## config.mk

```make
export PLATFORM = sky130hd
export DESIGN_NAME = frame_filter_engine
export DESIGN_NICKNAME = d
export VERILOG_FILES = /design/src/rtl/frame_filter_engine.sv
export SDC_FILE = /design/constraint.sdc
export NUM_CORES = 1
export LEC_CHECK = 0
export ABC_AREA = 1
export BUFFER_PORTS_ARGS = -buffer_cell sky130_fd_sc_hd__buf_4
export CAP_MARGIN = 20
export CORE_AREA = 2 2 128 130
export DETAILED_ROUTE_END_ITERATION = 10
export DIE_AREA = 0 0 130 132
export PLACE_DENSITY = 0.88
export SETUP_SLACK_MARGIN = 0.1
export SYNTH_ARGS = -nofsm -noshare
export SYNTH_HDL_FRONTEND = slang
export SYNTH_SLANG_ARGS = --single-unit
```

## constraint.sdc

```tcl
create_clock -name clk -period 9.3 [get_ports clk]
set_input_delay 2.79 -clock clk [delete_from_list [all_inputs] [get_ports clk]]
set_output_delay 2.79 -clock clk [all_outputs]
set_load 0.01 [all_outputs]
```

## src/rtl/frame_filter_engine.sv

```systemverilog
// 3x3 neighbourhood filter: fetches an edge-replicated window per pixel and writes one result per pixel in raster order.
// Optional BINARIZE_EN adds a thresh port that maps each result to all-ones or zero.
module frame_filter_engine #(
    parameter int IMG_W  = 128,
    parameter int IMG_H  = 128,
    parameter int PIX_W  = 8,
    parameter int ADDR_W = 14,
    parameter int RD_LAT = 1
) (
    input  logic              clk,
    input  logic              rst,
    input  logic              start,
    input  logic [1:0]        mode,
`ifdef BINARIZE_EN
    input  logic [PIX_W-1:0]  thresh,
`endif
    output logic [ADDR_W-1:0] rd_addr,
    input  logic [PIX_W-1:0]  rd_data,
    output logic              wr_en,
    output logic [ADDR_W-1:0] wr_addr,
    output logic [PIX_W-1:0]  wr_data,
    output logic              busy,
    output logic              done
);
    // state   | meaning
    // IDLE    | after reset, waiting for start
    // FETCH   | issuing the nine window reads, one per cycle
    // WAIT    | RD_LAT cycles draining the last reads
    // COMPUTE | kernel evaluated and registered
    // WRITE   | result written to the output memory
    // DONE    | frame complete, waiting for the next start
    typedef enum logic [2:0] {S_IDLE, S_FETCH, S_WAIT, S_COMPUTE, S_WRITE, S_DONE} state_t;

    localparam int XW = $clog2(IMG_W);
    localparam int YW = $clog2(IMG_H);
    localparam int SW = PIX_W + 4;
    localparam logic [PIX_W-1:0] MAXP = '1;

    state_t state_q, state_n;
    logic [3:0]        k_q;
    logic [1:0]        wcnt_q;
    logic [XW-1:0]     x_q, cx;
    logic [YW-1:0]     y_q, cy;
    logic [1:0]        mode_q;
    logic [PIX_W-1:0]  win [9];
    logic [PIX_W-1:0]  res_q, res_n, raw;
    logic [ADDR_W-1:0] rd_addr_q, addr_calc;
    logic [RD_LAT-1:0] pv;
    logic [3:0]        pk [RD_LAT];
    logic [3:0]        col, row;
    logic [SW-1:0]     s, nine_c, diff;
    logic              accept, last_pix;
`ifdef BINARIZE_EN
    logic [PIX_W-1:0]  thr_q;
`endif

    assign accept   = start && (state_q == S_IDLE || state_q == S_DONE);
    assign last_pix = (x_q == XW'(IMG_W - 1)) && (y_q == YW'(IMG_H - 1));

    always_ff @(posedge clk or negedge rst) begin
        if (!rst) state_q <= S_IDLE;
        else      state_q <= state_n;
    end

    always_comb begin
        state_n = state_q;
        case (state_q)
            S_IDLE, S_DONE: if (start) state_n = S_FETCH;
            S_FETCH:   if (k_q == 4'd8) state_n = S_WAIT;
            S_WAIT:    if (wcnt_q == 2'(RD_LAT - 1)) state_n = S_COMPUTE;
            S_COMPUTE: state_n = S_WRITE;
            S_WRITE:   state_n = last_pix ? S_DONE : S_FETCH;
            default:   state_n = S_IDLE;
        endcase
    end

    // Window offsets: row-major, row = dy+1, col = dx+1, clamped to the frame.
    always_comb begin
        col = k_q % 4'd3;
        row = k_q / 4'd3;
        case (col)
            4'd0:    cx = (x_q == '0) ? x_q : x_q - 1'b1;
            4'd1:    cx = x_q;
            default: cx = (x_q == XW'(IMG_W - 1)) ? x_q : x_q + 1'b1;
        endcase
        case (row)
            4'd0:    cy = (y_q == '0) ? y_q : y_q - 1'b1;
            4'd1:    cy = y_q;
            default: cy = (y_q == YW'(IMG_H - 1)) ? y_q : y_q + 1'b1;
        endcase
        addr_calc = ADDR_W'(int'(cy) * IMG_W + int'(cx));
    end

    always_comb begin
        s = '0;
        for (int i = 0; i < 9; i++) s = s + SW'(win[i]);
        nine_c = (SW'(win[4]) << 3) + SW'(win[4]);
        diff   = (nine_c >= s) ? nine_c - s : s - nine_c;
        case (mode_q)
            2'd0:    raw = win[4];
            2'd1:    raw = PIX_W'(s / SW'(9));
            2'd2:    raw = (diff > SW'(MAXP)) ? MAXP : PIX_W'(diff);
            default: raw = MAXP - win[4];
        endcase
`ifdef BINARIZE_EN
        res_n = (raw >= thr_q) ? MAXP : '0;
`else
        res_n = raw;
`endif
    end

    always_ff @(posedge clk or negedge rst) begin
        if (!rst) begin
            k_q       <= '0;
            wcnt_q    <= '0;
            x_q       <= '0;
            y_q       <= '0;
            mode_q    <= '0;
            res_q     <= '0;
            rd_addr_q <= '0;
            pv        <= '0;
            for (int i = 0; i < RD_LAT; i++) pk[i] <= '0;
            for (int i = 0; i < 9; i++) win[i] <= '0;
`ifdef BINARIZE_EN
            thr_q     <= '0;
`endif
        end else begin
            // Read-return pipeline tags each read with its window slot.
            pv[0] <= (state_q == S_FETCH);
            pk[0] <= k_q;
            for (int i = 1; i < RD_LAT; i++) begin
                pv[i] <= pv[i-1];
                pk[i] <= pk[i-1];
            end
            if (pv[RD_LAT-1]) win[pk[RD_LAT-1]] <= rd_data;

            if (accept) begin
                mode_q <= mode;
                x_q    <= '0;
                y_q    <= '0;
                k_q    <= '0;
`ifdef BINARIZE_EN
                thr_q  <= thresh;
`endif
            end
            case (state_q)
                S_FETCH: begin
                    k_q       <= (k_q == 4'd8) ? 4'd0 : k_q + 4'd1;
                    wcnt_q    <= '0;
                    rd_addr_q <= addr_calc;
                end
                S_WAIT:    wcnt_q <= wcnt_q + 2'd1;
                S_COMPUTE: res_q  <= res_n;
                S_WRITE: begin
                    if (last_pix) begin
                        x_q <= '0;
                        y_q <= '0;
                    end else if (x_q == XW'(IMG_W - 1)) begin
                        x_q <= '0;
                        y_q <= y_q + 1'b1;
                    end else begin
                        x_q <= x_q + 1'b1;
                    end
                end
                default: ;
            endcase
        end
    end

    assign rd_addr = (state_q == S_FETCH) ? addr_calc : rd_addr_q;
    assign wr_en   = (state_q == S_WRITE);
    assign wr_addr = ADDR_W'(int'(y_q) * IMG_W + int'(x_q));
    assign wr_data = res_q;
    assign busy    = (state_q == S_FETCH) || (state_q == S_WAIT) ||
                     (state_q == S_COMPUTE) || (state_q == S_WRITE);
    assign done    = (state_q == S_DONE);
endmodule

```

### After elaboration in Yosys (flattened, before gate mapping)

Index checks and enable logic that the tools add are counted.

* register bits: 124
* word-level logic and storage cells: 111

* equality and inequality tests: 15
* $add $sub $neg: 20
* bitwise operators: 1
* reductions and logical operators: 19
* magnitude comparators: 4
* multiplexer cells: 30
* div/mod/pow operators: 3

Operators by type and width (number)
* $mux W7: 12
* $bwmux W72: 1
* $add A12 B8 Y12: 4
* $demux W8 S4: 1
* $add A14 B7 Y14: 2
* $pmux W7 S2: 2
* $add A11 B8 Y12: 2
* $pmux W8 S3: 1
* $sub A12 B12 Y12: 2
* $mux W8: 2
* $pmux W3 S5: 1
* $add A7 B1 Y7 const B: 2
* $eq A7 B7 Y1 const B: 2
* $logic_not A7 Y1: 2
* $mux W14: 1
* $sub A7 B1 Y7 const B: 2
* $div A12 B4 Y12 const B: 1
* $ge A12 B12 Y1: 1
* $gt A12 B8 Y1 const B: 1
* $mux W12: 1
* $mux W3: 4
* $mux W4: 3
* $add A10 B8 Y11: 1
* $add A9 B8 Y10: 1
* 26 further kinds: 40

### Longest topological paths before layout

Gate-level depths: netlist (run 1).

* word-level depth: 13
* mapped depth: 66
* depth with buffers taken out: 66

### Worst setup path before layout (run 1)

Ideal clock, no wire load.

* path type: reg-to-reg
* start: reg win[2] (netlist name)
* end: reg res_q[0], in the netlist wr_data[0]
* required time: 9.184 ns
* stages on the path, launching flop included: 61
* period minus slack after synthesis: 7.085 ns
* data arrival time: 6.969 ns
* path buffers: 0
* slack: 2.215 ns
* path through: dfrtp_1 inv_1 fa_1 inv_1 fa_1 fa_1 inv_1 fa_1 inv_1 ha_1 inv_1 fa_1 inv_1 nand2_1 nand2_1 nand3b_1 nand2_1 nand2_1 (+25 left out) nand2_4 nand2_4 nand2_2 nand2_1 inv_1 ha_1 inv_1 nand3_1 o21bai_4 nand3_4 nand2_1 nand2_1 nor2_1 nand2_1 nand2_1 nand2_1 nand2_1 nand2_1

* longest elaborated chain between the ends: 6

Ends and longest elaborated chain
* start: declaration: line 45 `logic [PIX_W-1:0] win [9];`
* start signal: indexed assignment: line 135 `if (pv[RD_LAT-1]) win[pk[RD_LAT-1]] <= rd_data;`
* $add A12 B8 Y12 (*): line 96 `for (int i = 0; i < 9; i++) s = s + SW'(win[i]);`
* parallel branches: the longest is 4 deep, another holds $div A12 B4 Y12
* $pmux W8 S3 (*): line 99 `case (mode_q)`
* end signal: assignment: line 153 `S_COMPUTE: res_q <= res_n;`
* end: declaration: line 46 `logic [PIX_W-1:0] res_q, res_n, raw;`

Mark *: on every way between the ends.
A chain may end at the register's enable or synchronous reset.

### Final worst setup path (run 1)

* start: reg win[38] (netlist name)
* end: reg res_q[0], in the netlist wr_data[0]

* longest elaborated chain between the ends: 10

Ends and longest elaborated chain (line)
* parallel branches: the longest is 9 deep, another holds $add A11 B8 Y12
* $pmux W8 S3 (*): 99

Marks and branches as above.

==> impl_results.md, run 1 <==
- Number of routed nets with antenna violations: 0
- CORE AREA: 0.0157 sq mm
- Layout cells sized above 1: 10.6%
- Skew-Pair Late Insertion Delay: 0.44 ns
- Final GP Congestion: 0.966
- DRT Wirelength: 24300 um
- Slew Limit Fails: 0
- Area after DPL: 0.0103 sq mm
- Clk_skew: 0.0111 ns
- Max-Cap Viols: 0
- Top-count cell post-synth: nand2_1
- Synthesis-stage register bit count: 124
- Top post-synthesis cells by count: nand2_1 (266), inv_1 (206), o21ai_0 (132), dfrtp_1 (124), nand3_1 (72)
- Achievable Freq: 125 MHz
- Root Buffer: clkbuf_16
- Synth area leaders: dfrtp_1 (32%), fa_1 (12%), nand2_1 (10%)
- Drt drc: 0
- Final core occ: 69.5%
- Hold Crit Class: reg2reg
- Vias/cell: 5.63
- Synthesized area: 0.00974 sq mm
- First-pass GRT wire length: 40900 um
- Drt initial violations: 713
- Sink Count: 124
- H-tree lvl count: 4
- Crit path time final: 8.03 ns
- TritonCTS clock tree: yes
- Fraction of registers with async set/reset: 100%
- Layout area overhead: 12.1%
- Row cnt: 46
- Initial antenna violation count: 0
- Critical path class: reg2reg
- Pin count of the biggest net entering global routing: 68
- Top FF cell, synth: dfrtp_1
- Fin nets: 1414
- DP Cell Count: 1483
- Status: completed
- CTS buffer count: 17
- Die X: 130 um
- Crit path largest cell delay: 0.62 ns
- All-Layer GR Usage: 29.9%
- Hpwl dp: 17700 um
- Final hold violation count: 0
- Cell accounting for the most synthesized area: dfrtp_1
- FF/Latch Area: 0.00310 sq mm
- Worst path arrival time: 8.36 ns
- Post-Syn Nets: 1360
- Worst Tran Pin Value: 0.851 ns
- CTS Hold Buffers Added: 0
- Cell area after layout: 0.0109 sq mm
- Filler cells: 1203
- Number of I/O port buffers: 51
- Period utilization: 86.4%
- Max_slew headroom: 43.2%
- Mean area per synthesized cell: 7.90 sq um
- Critical-path top delay cell: fa_1
- WL per Instance: 16.1 um
- Syn Inst Count: 1232
- Die area: 0.0172 sq mm
- WP data required: 9.63 ns
- Library cells used by synthesis: 50
- RSZ-0062 raised after global routing: false
- Post-synth top area share: 31.9%
- Sum of negative setup slack: 0 ns
- Final Non-Filler Cells: 1515
- Worst setup SP type: register
- EDFF count, synth: 0
- Seq/Total Area, Yosys: 31.9%
- Area of the multi-input gates: 0.00575 sq mm
- Routed vias: 8526
- Drt pass-1 iters: 6
- IO Pins: 52
- Post_cts resized: 0
- Endpoints failing setup: 0
- Vias in the first global route: 8438
- Crit end category: register
- ANT cells: 0
- Setup repair bufs after CTS: 0
- Initial Util: 62.0%
- Clk buf depth: 2
- CP dominant cell by count: nand2_1
- Synth Warn #: 0
- Chip height: 132 um
- CTS clk-pin slew, worst paths: 0.06 ns
- Crit Path Max Fanout: 6
- Overflow after GRT: 0
-- cells in the final DEF, fill, tap and decap left out, drive strengths merged, types with 8 or more instances in the layout --
cell,netlist,routed
buf,0,52
inv,213,215
xor2,34,34
dfrtp,124,124
nand2,298,298
nor2,66,66
nand3,78,78
nand4,11,11
a21oi,56,56
fa,57,57
o21ai,138,138
xnor2,10,10
ha,58,58
o22ai,8,8
clkbuf,17,20
clkinv,6,10
-- area by class of cell --
cell class              count  share of cell area [%]
well taps                 216                    2.47
clock inverters            12                    1.27
clock buffers              20                    4.09
multi-input cells         872                    52.6
inverters                 219                    7.54
flip-flops and latches    124                    28.4
repair buffers             52                    3.57
-- stage by stage --
| step | hold WS, ns | setup WS [ns] |
|---|---|---|
| 3_5_place_dp | 0.473 | 1.38 |
| 2_1_floorplan | 0.352 | 2.21 |
| 3_3_place_gp | 0.466 | 1.47 |
| 6_report | 0.484 | 1.27 |
| 4_1_cts | 0.488 | 1.34 |
| 5_1_grt | 0.508 | 0.564 |
-- sequential cells by signal (all words and copies together) (netlist names), 3 cells and up --
signal	count
x_q	7
y_q	7
wr_data	8
rd_addr_q	14
k_q	4
pk	4
win	72
state_q	3
-- layer usage --
metal | up-vias | share of wire (%) | global-route usage, %
li1 | 4057 | - | -
met1 | 4089 | 44 | 41.4
met2 | 328 | 48 | 48.1
met3 | 52 | 6.2 | 5.76
met4 | 0 | 1.8 | 8.72
met5 | - | 0 | 0
-- logic make-up (layout without fill, tap and decap cells) --
logic type | after synthesis | count (layout) | share of synthesized area [%]
flops | 124 | 124 | 31.9
fa+ha+maj | 115 | 115 | 19.2
xor+xnor | 44 | 44 | 4.15
mux | 3 | 3 | 0.308
compound gates | 239 | 239 | 13.7
simple gates | 471 | 471 | 21.7
buf+inv | 236 | 303 | 9.11
-- critical path: cells and delay by family (launching register included) --
| kind | cells | cell delay, ns |
|---|---|---|
| compound gates | 3 | 0.56 |
| fa+ha+maj | 6 | 2.72 |
| flops | 1 | 0.47 |
| buf+inv | 7 | 0.63 |
| simple gates | 39 | 3.55 |
-- final timing paths --
check | start | endpoint | slack, ns | cells after the start
hold reg to reg | wr_data[2]$_DFFE_PN0P_ | wr_data[2]$_DFFE_PN0P_ | 0.48 | 2
max in group asynchronous | rst | state_q[2]$_DFFE_PN0P_ | 5.53 | 2
setup / recovery | win[38]$_DFFE_PN0P_ | wr_data[0]$_DFFE_PN0P_ | 1.27 | 55
hold / removal | wr_data[2]$_DFFE_PN0P_ | wr_data[2]$_DFFE_PN0P_ | 0.48 | 2
setup reg to reg | win[38]$_DFFE_PN0P_ | wr_data[0]$_DFFE_PN0P_ | 1.27 | 55
min in group asynchronous | rst | rd_addr_q[5]$_DFF_PN0_ | 2.41 | 1
Power of run 1 is left out: the tool's default activity adds up to more than one toggle a clock period on the data nets, which glitch-free logic cannot reach.
==> inputs of run 2 (changes only) <==
--- a/config.mk
+++ b/config.mk
@@ -8,11 +8,13 @@
 export ABC_AREA = 1
 export BUFFER_PORTS_ARGS = -buffer_cell sky130_fd_sc_hd__buf_4
 export CAP_MARGIN = 20
-export CORE_AREA = 2 2 128 130
+export CORE_AREA = 10 10 135 137
+export CTS_BUF_LIST = sky130_fd_sc_hd__clkbuf_8
 export DETAILED_ROUTE_END_ITERATION = 10
-export DIE_AREA = 0 0 130 132
-export PLACE_DENSITY = 0.88
+export DIE_AREA = 0 0 145 147
+export PLACE_DENSITY = 0.9
 export SETUP_SLACK_MARGIN = 0.1
+export SKIP_LAST_GASP = 1
 export SYNTH_ARGS = -nofsm -noshare
 export SYNTH_HDL_FRONTEND = slang
 export SYNTH_SLANG_ARGS = --single-unit
==> impl_results.md, run 2 (synthesis gave the netlist of run 1 again) <==
- Chip height: 147 um (+11%)
- Number of routed nets with antenna violations: 0 (unchanged)
- Max-Cap Viols: 0 (unchanged)
- ANT cells: 0 (unchanged)
- CTS Hold Buffers Added: 0 (unchanged)
- Overflow after GRT: 0 (unchanged)
- Register with the most flip-flops: win
- Crit end category: register
- Largest register FFs: 72 (unchanged)
- IO Pins: 52 (unchanged)
- H-tree lvl count: 4 (unchanged)
- Post_cts resized: 0 (unchanged)
- First-pass GRT wire length: 40600 um (-0.87%)
- Status: completed
- Endpoints failing setup: 0 (unchanged)
- TritonCTS clock tree: yes
- Root Buffer: clkbuf_8
- Sink Count: 124 (unchanged)
- CTS buffer count: 17 (unchanged)
- Most common cell after layout, fill and taps aside: nand2_1
- Critical path class: reg2reg
- Worst setup SP type: register
- Setup repair bufs after CTS: 0 (unchanged)
- Layout area overhead: 10.2%
- Drt drc: 0 (unchanged)
- Initial antenna violation count: 0 (unchanged)
- Filler cells: 1244 (+3.4%)
- Vias/cell: 5.63 (about the same)
- WL per Instance: 15.8 um (-1.7%)
- Critical-path top delay cell: fa_1
- Routed vias: 8525 (-0.012%)
- CORE AREA: 0.0156 sq mm (-0.73%)
- Slew Limit Fails: 0 (unchanged)
- Skew-Pair Late Insertion Delay: 0.46 ns (+0.02 ns)
- Clk buf depth: 2 (unchanged)
- WP data required: 9.64 ns (about the same)
- Fin nets: 1414 (unchanged)
- Layout cells sized above 1: 10.7% (+0.077 points)
- Row cnt: 46 (unchanged)
- Crit Path Max Fanout: 6 (unchanged)
- CTS clk-pin slew, worst paths: 0.08 ns (+0.02 ns)
- Worst path arrival time: 8.47 ns (+0.11 ns)
- Sum of negative setup slack: 0 ns (unchanged)
- Drt initial violations: 828 (+16%)
- Die X: 145 um (+12%)
- Die area: 0.0213 sq mm (+24%)
- Final GP Congestion: 0.976 (+1.0%)
- Drt pass-1 iters: 5 (-1)
- Hold Crit Class: reg2reg
- CP dominant cell by count: nand2_1
- Clk_skew: 0.0168 ns (+0.00570 ns)
- Worst Tran Pin Value: 0.838 ns (-0.0130 ns)
- Hpwl dp: 18100 um (+2.4%)
- Crit path largest cell delay: 0.56 ns (-0.06 ns)
- All-Layer GR Usage: 22.7% (-7.2 points)
- Pin count of the biggest net entering global routing: 67 (-1.5%)
- Most frequent cells in the layout: nand2_1 (266), inv_1 (207), o21ai_0 (132), dfrtp_1 (124), nand3_1 (72)
- Max_slew headroom: 44.1% (+0.86 points)
- DRT Wirelength: 23900 um (-1.7%)
- RSZ-0062 raised after global routing: false
- Period utilization: 87.4% (+1.1 points)
- Final hold violation count: 0 (unchanged)
- Vias in the first global route: 8472 (+0.40%)
- Initial Util: 62.4% (+0.46 points)
- Crit path time final: 8.13 ns (+0.100 ns)
- Achievable Freq: 123 MHz (-1.2%)
- Number of I/O port buffers: 51 (unchanged)
## run 2: changes by cell type in the layout (fill, tap and decap cells not counted)
cell and change:
clkbuf_16 -17, clkbuf_8 +17, clkbuf_1 -2, clkinv_2 +2
clkinvlp_4 -1, inv_1 +1
## run 2: final cells by class
class	count	area, sq um	area share [%]
Tap cell	216	270	2.52
Sequential cell	124	3100	28.9
Timing Repair Buffer	52	390	3.64
Clock buffer	18	248	2.31
Inverter	219	823	7.67
Clock inverter	14	145	1.35
Multi-Input combinational cell	872	5750	53.6
## run 2: final timing paths
kind | slack, ns | to | start | cells after the start
min in group asynchronous | 2.43 | rd_addr_q[7]$_DFF_PN0_ | rst | 1
max | 1.17 | wr_data[0]$_DFFE_PN0P_ | win[39]$_DFFE_PN0P_ | 57
max in group asynchronous | 5.58 | wcnt_q[0]$_DFFE_PN0P_ | rst | 2
min reg2reg | 0.49 | rd_addr_q[4]$_DFF_PN0_ | rd_addr_q[4]$_DFF_PN0_ | 2
max reg2reg | 1.17 | wr_data[0]$_DFFE_PN0P_ | win[39]$_DFFE_PN0P_ | 57
min | 0.49 | rd_addr_q[4]$_DFF_PN0_ | rd_addr_q[4]$_DFF_PN0_ | 2
## run 2: layer usage
layer,global-route usage (%),routed length [um]
met5,0,0
met4,7.61,470
met3,4.55,1350
met2,37.1,11600
met1,29.7,10500
## run 2: worst max-delay path: cells and delay by family (launching register included)
| kind | cells | cell delay [ns] |
|---|---|---|
| compound gates | 1 | 0.20 |
| fa+ha+maj | 6 | 2.76 |
| buf+inv | 8 | 0.54 |
| flops | 1 | 0.49 |
| simple gates | 42 | 4.00 |
## run 2: stage by stage
stage	setup WS (ns)	util, %	hold slack, ns	instance area [sq um]	cells
final	1.17	68.8	0.489	10700	1515
after global routing	0.543	68.8	0.516	10700	1515
after CTS	1.27	68.8	0.492	10700	1515
after detailed placement	1.30	66.3	0.473	10300	1483
after global placement	1.49	66.3	0.466	10300	1483
after floorplan	2.21	-	0.352	9740	1232
Power of run 2 is left out for the same reason.
==> inputs of run 3 (changes only) <==
--- a/config.mk
+++ b/config.mk
@@ -7,11 +7,10 @@
 export LEC_CHECK = 0
 export ABC_AREA = 1
 export BUFFER_PORTS_ARGS = -buffer_cell sky130_fd_sc_hd__buf_4
-export CAP_MARGIN = 20
-export CORE_AREA = 10 10 135 137
+export CORE_AREA = 2 2 127 129
 export CTS_BUF_LIST = sky130_fd_sc_hd__clkbuf_8
 export DETAILED_ROUTE_END_ITERATION = 10
-export DIE_AREA = 0 0 145 147
+export DIE_AREA = 0 0 129 131
 export PLACE_DENSITY = 0.9
 export SETUP_SLACK_MARGIN = 0.1
 export SKIP_LAST_GASP = 1
==> impl_results.md, run 3 (synthesis gave the netlist of run 1 again) <==
- RR Startpoint: win[39]$_DFFE_PN0P_
- CTS buffer count: 17 (unchanged)
- Layout area overhead: 10.8%
- WP data required: 9.66 ns (+0.02 ns)
- Crit path largest cell delay: 0.60 ns (+0.04 ns)
- Crit Path Max Fanout: 6 (unchanged)
- Largest register FFs: 72 (unchanged)
- Row cnt: 46 (unchanged)
- Final hold violation count: 0 (unchanged)
- Chip height: 131 um (-11%)
- Vias/cell: 5.67 (+0.70%)
- Root Buffer: clkbuf_8
- Layout cells sized above 1: 10.7% (unchanged)
- Initial antenna violation count: 0 (unchanged)
- Number of I/O port buffers: 51 (unchanged)
- Drt drc: 0 (unchanged)
- Critical-path top delay cell: fa_1
- Overflow after GRT: 0 (unchanged)
- Clk buf depth: 2 (unchanged)
- Fin nets: 1414 (unchanged)
- Max-Cap Viols: 0 (unchanged)
- H-tree lvl count: 4 (unchanged)
- Top delay family on crit path: simple AND/OR/NAND/NOR gates
- Initial Util: 62.4% (unchanged)
- Hold path depth: 2 (unchanged)
- Worst Tran Pin Value: 0.834 ns (-0.00464 ns)
- R2R Setup Slk: 1.08 ns (-0.09 ns)
- Filler cells: 1185 (-4.7%)
- Endpoints failing setup: 0 (unchanged)
- Routed vias: 8585 (+0.70%)
- Cells on worst reg2reg path: 55 (-3.5%)
- Final GP Congestion: 0.986 (+1.1%)
- Number of routed nets with antenna violations: 0 (unchanged)
- RSZ-0062 raised after global routing: false
- Die X: 129 um (-11%)
- Slew Limit Fails: 0 (unchanged)
- Skew-Pair Late Insertion Delay: 0.48 ns (+0.02 ns)
- Sink Count: 124 (unchanged)
- Drt pass-1 iters: 5 (unchanged)
- Achievable Freq: 122 MHz (-1.1%)
- FF/Latch Area: 0.00310 sq mm (unchanged)
- Worst path arrival time: 8.58 ns (+0.11 ns)
- WHS Endpoint: rd_addr_q[4]$_DFF_PN0_
- Drt initial violations: 678 (-18%)
- CP dominant cell by count: nand2_1
- Setup repair bufs after CTS: 0 (unchanged)
- Die area: 0.0169 sq mm (-21%)
- Vias in the first global route: 8319 (-1.8%)
- Hpwl dp: 17900 um (-0.88%)
- IO Pins: 52 (unchanged)
- Worst r2r dst: wr_data[0]$_DFFE_PN0P_
- Status: completed
- Hold Crit Class: reg2reg
- Most frequent cells in the layout: nand2_1 (266), inv_1 (207), o21ai_0 (132), dfrtp_1 (124), nand3_1 (72)
- Clk_skew: 0.0130 ns (-0.00382 ns)
- Most common cell after layout, fill and taps aside: nand2_1
- ANT cells: 0 (unchanged)
- Worst setup SP type: register
- WP buf/inv: 7 (-1)
- Max_slew headroom: 44.4% (+0.31 points)
- All-Layer GR Usage: 30.0% (+7.3 points)
- CTS clk-pin slew, worst paths: 0.07 ns (about the same)
- Period utilization: 88.4% (+0.96 points)
- Critical path class: reg2reg
- WL per Instance: 15.8 um (about the same)
- Hold_sp: rd_addr_q[4]$_DFF_PN0_
- First-pass GRT wire length: 39600 um (-2.4%)
- Sum of negative setup slack: 0 ns (unchanged)
- Post_cts resized: 0 (unchanged)
- CTS Hold Buffers Added: 0 (unchanged)
- Area of the multi-input gates: 0.00575 sq mm (unchanged)
- Pin count of the biggest net entering global routing: 67 (unchanged)
- Crit end category: register
- DRT Wirelength: 23900 um (about the same)
- CORE AREA: 0.0156 sq mm (unchanged)
- Register with the most flip-flops: win
- Crit path time final: 8.22 ns (+0.0890 ns)
- TritonCTS clock tree: yes
[run 3: cell count changes in the layout (fill, tap and decap cells not counted)]
cell,before,now
clkbuf_8,18,19
inv_6,2,1
bufinv_16,2,4
clkinv_4,3,4
clkinv_2,4,1
[run 3: how the worst max path moves through the flow]
| stage | to | cells after the start | from | slack, ns |
|---|---|---|---|---|
| 2_1_floorplan | wr_data[0]$_DFFE_PN0P_ | 60 | win[2]$_DFFE_PN0P_ | 2.21 |
| 3_3_place_gp | wr_data[0]$_DFFE_PN0P_ | 55 | win[39]$_DFFE_PN0P_ | 1.48 |
| 3_5_place_dp | wr_data[0]$_DFFE_PN0P_ | 60 | win[2]$_DFFE_PN0P_ | 1.27 |
| 4_1_cts | wr_data[0]$_DFFE_PN0P_ | 55 | win[39]$_DFFE_PN0P_ | 1.16 |
| 5_1_grt | wr_data[0]$_DFFE_PN0P_ | 56 | win[39]$_DFFE_PN0P_ | 0.56 |
| 6_report | wr_data[0]$_DFFE_PN0P_ | 55 | win[39]$_DFFE_PN0P_ | 1.08 |
[run 3: metal layers]
layer	track usage, %	up-vias	share of wire, %
li1	-	4062	-
met1	40.1	4106	43
met2	48.1	343	48
met3	6.76	74	6.6
met4	11.9	0	2.5
met5	0	-	0
[run 3: final cells by class]
class	count	area share, %
timing repair buffer	52	3.62
multi-input combinational	872	53.3
clock inverter	13	1.76
tap	216	2.51
sequential	124	28.8
inverter	219	7.63
clock buffer	19	2.42
[run 3: tightest hold or removal path, cell delays in order, from the launching register on]
cell and delay, ns:
dfrtp_1 0.33, nand2_1 0.05, nand2_1 0.07
[run 3: metrics by stage]
| stage | util, % | setup slack (ns) | instances | hold WS [ns] | cell area (sq um) |
|---|---|---|---|---|---|
| floorplan | - | 2.21 | 1232 | 0.352 | 9740 |
| global placement | 66.3 | 1.48 | 1483 | 0.461 | 10300 |
| detailed placement | 66.3 | 1.27 | 1483 | 0.470 | 10300 |
| CTS | 69.2 | 1.16 | 1515 | 0.486 | 10800 |
| global route | 69.2 | 0.560 | 1515 | 0.500 | 10800 |
| finish | 69.2 | 1.08 | 1515 | 0.487 | 10800 |
Power of run 3 is left out for the same reason.
